[config.mk]
export PLATFORM = sky130hd
export DESIGN_NAME = alu_wb_stage
export DESIGN_NICKNAME = d
export VERILOG_FILES = /design/src/rtl/alu_wb_stage.sv
export SDC_FILE = /design/constraint.sdc
export NUM_CORES = 1
export LEC_CHECK = 0
export ABC_AREA = 1
export CELL_PAD_IN_SITES_DETAIL_PLACEMENT = 0
export CELL_PAD_IN_SITES_GLOBAL_PLACEMENT = 1
export CORE_MARGIN = 1
export CORE_UTILIZATION = 30
export DETAILED_ROUTE_END_ITERATION = 10
export GPL_TIMING_DRIVEN = 0
export PLACE_DENSITY_LB_ADDON = 0.3
export SKIP_CTS_REPAIR_TIMING = 1
export SYNTH_ARGS = -nofsm -noshare
export SYNTH_HDL_FRONTEND = slang
export SYNTH_SLANG_ARGS = --single-unit
[constraint.sdc]
create_clock -name clk -period 4 [get_ports clk]
set_input_delay 0.6 -clock clk [delete_from_list [all_inputs] [get_ports clk]]
set_output_delay 0.6 -clock clk [all_outputs]
set_load 0.005 [all_outputs]
[src/rtl/alu_wb_stage.sv]
// Writeback stage behind the ALU core: a 2-entry elastic buffer with derived zero/neg flags,
// add-with-carry feedback flag, sticky error status and a saturating retired-op counter.
module alu_wb_stage #(
    parameter int WIDTH = 8,
    parameter int CNT_W = 16
) (
    input  logic             clk,
    input  logic             rst_n,
    input  logic             in_valid,
    output logic             in_ready,
    input  logic [3:0]       in_op,
    input  logic [WIDTH-1:0] in_y,
    input  logic             in_c_out,
    input  logic             in_overflow,
    input  logic             in_borrow,
    input  logic             in_invalid_op,
    output logic             out_valid,
    input  logic             out_ready,
    output logic [WIDTH-1:0] out_y,
    output logic [5:0]       out_flags,
    output logic             carry_flag,
    output logic [2:0]       sticky_status,
    input  logic             sticky_clr,
    output logic [CNT_W-1:0] op_count
);

    typedef enum logic [3:0] {
        OP_ADD  = 4'd1,
        OP_ADC  = 4'd2,
        OP_SUB  = 4'd3
    } op_e;

    logic [WIDTH-1:0] r_y_mem   [2];
    logic [5:0]       r_flg_mem [2];
    logic [1:0]       r_count;
    logic             r_head;
    logic             r_tail;
    logic             r_carry;
    logic [2:0]       r_sticky;
    logic [CNT_W-1:0] r_op_count;

    logic             w_push;
    logic             w_pop;
    logic [5:0]       w_flags_in;
    logic [2:0]       w_status_in;

    // Flow control comes from registered occupancy only, so in_ready has no path from out_ready.
    assign in_ready    = (r_count != 2'd2);
    assign out_valid   = (r_count != 2'd0);
    assign w_push      = in_valid && in_ready;
    assign w_pop       = out_valid && out_ready;

    assign w_status_in = {in_invalid_op, in_borrow, in_overflow};
    assign w_flags_in  = {w_status_in, in_c_out, in_y[WIDTH-1], (in_y == '0)};

    // Outputs are masked while empty so the unreset storage never reaches the consumer.
    assign out_y         = out_valid ? r_y_mem[r_head]   : '0;
    assign out_flags     = out_valid ? r_flg_mem[r_head] : '0;
    assign carry_flag    = r_carry;
    assign sticky_status = r_sticky;
    assign op_count      = r_op_count;

    // NOTE: the data array has no reset; only control state does, and out_* are gated by out_valid.
    always_ff @(posedge clk) begin
        if (w_push) begin
            r_y_mem[r_tail]   <= in_y;
            r_flg_mem[r_tail] <= w_flags_in;
        end
    end

    // NOTE: sequential state uses non-blocking assignments so every register samples pre-edge values.
    always_ff @(posedge clk or negedge rst_n) begin
        if (!rst_n) begin
            r_count <= 2'd0;
            r_head  <= 1'b0;
            r_tail  <= 1'b0;
        end else begin
            if (w_push) r_tail <= ~r_tail;
            if (w_pop)  r_head <= ~r_head;
            case ({w_push, w_pop})
                2'b10:   r_count <= r_count + 2'd1;
                2'b01:   r_count <= r_count - 2'd1;
                default: r_count <= r_count;
            endcase
        end
    end

    always_ff @(posedge clk or negedge rst_n) begin
        if (!rst_n) begin
            r_carry    <= 1'b0;
            r_sticky   <= 3'b000;
            r_op_count <= '0;
        end else begin
            if (w_push) begin
                case (in_op)
                    OP_ADD, OP_ADC: r_carry <= in_c_out;
                    OP_SUB:         r_carry <= in_borrow;
                    default:        r_carry <= r_carry;
                endcase
                if (r_op_count != '1) r_op_count <= r_op_count + 1'b1;
            end
            // Clear takes effect before the OR, so a same-cycle push survives the clear.
            if (sticky_clr) r_sticky <= w_push ? w_status_in : 3'b000;
            else if (w_push) r_sticky <= r_sticky | w_status_in;
        end
    end

endmodule

==> results by group <==
Run status
  – Outcome: finished, final reports clean

Power and ir drop
  – Gate power share: 41.6%
  – Worst VDD drop: 0.2006 mV
  – Sw power: 0.6622 mW
  – Net Sw Frac: 34.98%
  – Pint: 1.231 mW
  – LEAKAGE: 1.285 nW
  – Flop pwr share: 42.3%
  – Power per cell area: 590.3 nW/um^2
  – Clock Power Share: 16.1%

Job
  – Max Cap Violations: 0

Global route
  – Vias in the first global route: 1,885
  – Number of antenna violations at the first check in global routing: 0
  – Global route hottest layer: met2
  – Total GRT Usage: 13.98%
  – Overflow after GRT: 0
  – First-pass GRT wire length: 9.211 mm
  – Met2 Usage GRT: 24.69%
  – M1 GR Usage: 17.34%
  – Met3 Resource Use GR: 2.653%
  – Largest net degree at the start of global routing: 25

Routing
  – Drt first pass iters: 4
  – Final ANT Viol Nets: 0
  – Total wire length: 5.536 mm
  – Via count: 1,970
  – Residual DRC: 0
  – DR iter-0 viols: 75
  – Via density: 4.550
  – Avg WL per Cell: 12.79 um

Critical path
  – Critical Path Source: r_count[0]
  – Critical path's slowest cell: dfrtp_1
  – CP Capture Type: primary output
  – Crit path cell chain: nor2_1 > clkbuf_1 > a21oi_1 > buf_4 > clkdlybuf4s50_1
  – R2r startpoint: r_count[0]
  – Worst path top cell family by delay: buffers and inverters
  – Worst path max stage delay: 0.46 ns
  – Required @ worst endpoint: 3.40 ns
  – R2R cell count: 4
  – CP Buf/Inv Count: 3
  – Flop2flop setup slack: 2.02 ns
  – Crit Path Class: register to primary output
  – CP Max Fanout: 10
  – Critical R2R Capture: r_y_mem[1][0]
  – Startpoint types: register
  – Critical Path Stages: 5
  – Crit path DAT: 2.22 ns

Yosys
  – Synthesized instance count: 267
  – Cell area after synthesis: 2426 um^2
  – Sequential fraction of the synthesis area: 56.94%
  – Synth Register Bits: 50
  – EDFF count, synth: 26
  – Share of the synthesized area in the top cell type: 32.18%
  – Top cells by area, synth: edfxtp_1, dfrtp_1, nand2_1
  – Top FF cell, synth: edfxtp_1
  – Netlist cell types: 30
  – Mapped Nets: 290
  – Warning count from the yosys run: 0
  – Most common cell in the netlist: nand2_1
  – Async set-reset flop share out of synthesis: 48.00%
  – Avg Inst Size Synth: 9.086 um^2
  – Dominant cell type by area after synthesis: edfxtp_1
  – Post-synth top cells: nand2_1, edfxtp_1, nor2_1, dfrtp_1, inv_1

CTS
  – TritonCTS Sinks: 50
  – Inserted Clock Buffers: 5
  – CTS max path bufs: 2
  – Clock Pin Slew Worst Setup and Hold Paths: 0.10 ns
  – CTS HTree Levels: 2
  – CTS tree: built
  – Clk Latency, worst-skew pair: 0.30 ns
  – CTS root buffer: clkbuf_8

Placement
  – Count of input and output buffers: 56
  – Placer Congestion: 0.7726
  – HPWL Detailed: 3.997 mm
  – Cells after DPL: 425

Finish
  – Layout area overhead: 32.18%
  – Share of cells above drive strength 1: 9.668%
  – # diodes: 0
  – Finished Layout Cells: 433
  – Final net count: 353
  – # fillers: 781

Floorplanning
  – Die Y: 91.93 um
  – Initial Util: 31.23%
  – Die X: 91.93 um
  – Die area: 8450 um^2
  – Core area: 7767 um^2
  – Row Count: 32
  – Ports: 57

STA
  – RSZ-0062 raised after global routing: false
  – Hold WS: 0.5262 ns
  – Final setup fails: 0
  – Final slew viol count: 0
  – Worst slew pin tran: 1.167 ns
  – Final Critical Period: 2.823 ns
  – Max Clock Skew: 0.007795 ns
  – FMAX: 354.2 MHz
  – Final period util: 70.59%
  – Hold Vio Cnt, Final: 0
  – Slew headroom: 21.93%
  – Setup TNS: 0 ns

Hold path
  – Hold Path Sink: sticky_status[2]
  – Hold Path Class: register to register
  – Hold Crit Start: sticky_status[2]
  – Hold path depth: 2
[power by group through the flow]
| stage | clock network, mW | logic [mW] | registers [mW] |
|---|---|---|---|
| floorplan | 0 | 0.383 | 0.789 |
| CTS | 0.313 | 0.803 | 0.801 |
| global route | 0.333 | 0.882 | 0.819 |
| detailed placement | 0 | 0.801 | 0.811 |
| finish | 0.304 | 0.788 | 0.801 |
| global placement | 0 | 0.789 | 0.808 |
[cell families (layout without fill, tap and decap cells)]
kind of cell,Yosys count,in the layout,share of synthesized area [%]
AND/OR/NAND/NOR,150,150,28.31
buffers and inverters,32,96,5.415
flip-flops,50,50,56.94
adder cells (fa/ha/maj),2,2,1.031
XOR/XNOR,6,6,2.166
AO/OA/AOI/OAI,27,27,6.137
[layer usage]
metal / up-vias / wire length [um]
met5: - / 0
met4: 0 / 87
met3: 8 / 251
li1: 990 / -
met2: 49 / 2773
met1: 923 / 2424
[state kept, by name, indices dropped and copies added (netlist names)]
register       count
r_tail             1
r_flg_mem         12
carry_flag         1
r_head             1
r_y_mem           14
r_count            2
op_count          16
sticky_status      3
[worst max path at each step]
stage	end	slack (ns)
floorplan	out_y[7]	2.19
CTS	out_y[7]	1.12
global route	out_y[7]	0.98
detailed placement	r_flg_mem[0][1]	1.42
global placement	r_flg_mem[1][1]	1.43
finish	out_y[7]	1.18
[placed cells by master, fill, tap and decap left out, types with 6 or more instances in the layout]
| master | netlist | routed |
|---|---|---|
| nand2_1 | 89 | 89 |
| clkdlybuf4s50_1 | 0 | 56 |
| edfxtp_1 | 26 | 26 |
| nor2_1 | 25 | 25 |
| inv_1 | 24 | 24 |
| dfrtp_1 | 24 | 24 |
| a21oi_1 | 14 | 14 |
| nand3_1 | 8 | 8 |
| nand4_1 | 6 | 6 |
| o21ai_0 | 6 | 6 |
[worst reg2reg max path: cells and delay by family (launching register included)]
family	cells	cell delay, ns
AND/OR/NAND/NOR	3	1.09
buffers and inverters	1	0.05
flip-flops	1	0.46
[cell type report]
class,instances,area (um^2),area share (%)
clock buffer,5,68.82,2.146
buffer,5,30.03,0.9364
clock inverter,3,23.77,0.7413
multi-input combinational,185,913.4,28.48
tap,102,127.6,3.980
inverter,27,101.3,3.160
sequential,50,1381,43.07
timing repair buffer,56,560.5,17.48
[per-stage QoR]
stage               worst slack (ns)  power (mW)  util [%]  cell area [um^2]
finish                         1.177       1.893     41.29              3207
global route                  0.9839       2.034     41.29              3207
CTS                            1.122       1.917     41.29              3207
detailed placement             1.419       1.612     40.09              3114
global placement               1.431       1.598     40.09              3114
floorplan                      2.188       1.172         -              2426
Power figures use the tool's default switching activity.
==> RTL change: new RTL, same settings <==
Make the reset (`rst_n`) synchronous in 2 clocked blocks.
--- a/src/rtl/alu_wb_stage.sv
+++ b/src/rtl/alu_wb_stage.sv
@@ -70,5 +70,5 @@
 
     // NOTE: sequential state uses non-blocking assignments so every register samples pre-edge values.
-    always_ff @(posedge clk or negedge rst_n) begin
+    always_ff @(posedge clk) begin
         if (!rst_n) begin
             r_count <= 2'd0;
@@ -86,5 +86,5 @@
     end
 
-    always_ff @(posedge clk or negedge rst_n) begin
+    always_ff @(posedge clk) begin
         if (!rst_n) begin
             r_carry    <= 1'b0;
Check against the original RTL: differs if rst_n is asserted again (counterexample within 4 cycles, from zero or initial values and one cycle with rst_n low); with rst_n held inactive, the same outputs for 10 cycles.
==> RTL change against the unedited design <==
Design area decreased by 4.0%. Sequential share of layout area decreased by 1.4 points. Routed wire length fell by 2.3%. Sequential cell count increased by 1. Critical endpoint unchanged. Worst setup slack better by 78 ps. Synthesized area down 4.8%.
Power is not compared: it rests on default switching activity, and its combinational part moved more than twofold at a synthesized area within 25%.
==> RTL change: results (changes against the unedited design) <==
| Metric | Value |
|---|---|
| Hold Path Class | reg -> reg |
| Initial DRC Count | 75 (unchanged) |
| FF-to-FF Start | r_count[0] |
| Antenna Cells | 0 (unchanged) |
| Async S/R FF share, synth | 0% (-48 points) |
| IO buf count | 55 (-1.8%) |
| Status | completed |
| Hold Violations, Final | 0 (unchanged) |
| CTS Buffer Depth | 2 (unchanged) |
| CTS HTree Levels | 2 (unchanged) |
| Synthesized area per cell | 8.16 sq um (-10%) |
| Placed cell areas | 0.00298 sq mm (-4.2%) |
| Fill count | 745 (-4.6%) |
| Final #Nets | 368 (+4.2%) |
| CP startpoint | r_count[1] |
| DP HPWL | 3.96 mm (-0.90%) |
| Largest cells by area after synthesis | edfxtp_1, dfxtp_1, nand2_1 |
| Clock slew at reported path FFs | ~110 ps |
| Clk Tree Root Cell | clkbuf_8 |
| Crit-path max FO | 10 (unchanged) |
| Inserted Clock Buffers | 5 (unchanged) |
| Syn nets | 306 (+5.5%) |
| Sequential area share after synthesis | 55.5% (-1.4 points) |
| # placed instances | 437 (+2.8%) |
| DR vias/cell | 4.48 (-1.5%) |
| Final RePlAce weighted congestion | 0.728 (-5.7%) |
| CP max stage delay | 440 ps (-20 ps) |
| Layout cells sized above 1 | 5.78% (-3.9 points) |
| Critical path arrival | 2150 ps (-70 ps) |
| First-pass GRT wire length | 8.96 mm (-2.8%) |
| Commonest cells post-synth | nand2_1, nor2_1, a21oi_1 |
| Setup WS pre-CTS | 1340 ps (-76.5 ps) |
| Synth warn | 0 (unchanged) |
| Static leakage | around 1.2 nW |
| Clock Skew | 13.5 ps (+5.66 ps) |
| Largest net degree at the start of global routing | 19 (-24%) |
| Vias in the first global route | 1886 (+0.053%) |
| Number of flops mapped to enable cells by yosys | 26 (unchanged) |
| Pwr per Cell Area | between 400 and 500 mW/mm^2 |
| Synth unique cells | 24 (-20%) |
| 1st-pass router iterations | 4 (unchanged) |
| Clk_lat worst skew | about 310 ps |
| Via count | 1994 (+1.2%) |
| Slew Limit Headroom | 17.9% (-4.0 points) |
| Drt total wl | 5.41 mm (-2.3%) |
| Total GRT Usage | 13.9% (-0.074 points) |
| Worst hold start | sticky_status[1] |
| CP max stage cell | clkbuf_1 |
RTL change: changes by cell type after synthesis, moves of 7 or more:
| cell | change |
|---|---|
| nand3_1 | +13 |
| nor2_1 | +15 |
| a21oi_1 | +20 |
| nand2_1 | -7 |
| dfrtp_1 | -24 |
| dfxtp_1 | +25 |
RTL change: metal layers:
layer,track usage [%],up-vias,share of wire (%)
met2,24.4,39,49
met1,17.0,899,45
met3,3.38,5,4.8
met5,0,-,0
met4,3.55,0,0.92
li1,-,1051,-
RTL change: final timing paths:
path	end	slack, ps	depth (start not counted)
setup reg to reg	r_y_mem[1][0]	1930	4
setup / recovery	out_y[7]	1250	5
hold reg to reg	sticky_status[1]	470	2
hold / removal	sticky_status[1]	470	2
RTL change: kinds of logic after synthesis:
family | after synthesis | synth area share, %
fa+ha+maj | 2 | 1.08
buf+inv | 34 | 5.91
compound gates | 41 | 9.49
simple gates | 155 | 28.0
flops | 51 | 55.5
RTL change: worst max-delay path: cells and delay by family (launching register included):
kind / cells / cell delay, ps
compound gates: 1 / 110
simple gates: 1 / 330
buf+inv: 3 / 1030
flops: 1 / 380
RTL change: area by class of cell:
| cell class | instances | share of cell area [%] |
|---|---|---|
| Sequential cell | 51 | 41.6 |
| Multi-Input combinational cell | 198 | 28.9 |
| Timing Repair Buffer | 55 | 17.9 |
| Tap cell | 99 | 4.02 |
| Inverter | 25 | 3.05 |
| Clock buffer | 5 | 2.24 |
| Buffer | 9 | 1.38 |
| Clock inverter | 3 | 0.854 |
RTL change: power by group:
group | total [W] | leakage [nW] | switching [W] | internal [W]
Combinational | 0.000349 | 0.662 | 0.000174 | 0.000176
Sequential | 0.000632 | 0.447 | 0.0000278 | 0.000604
Clock | 0.000313 | 0.0491 | 0.000184 | 0.000129
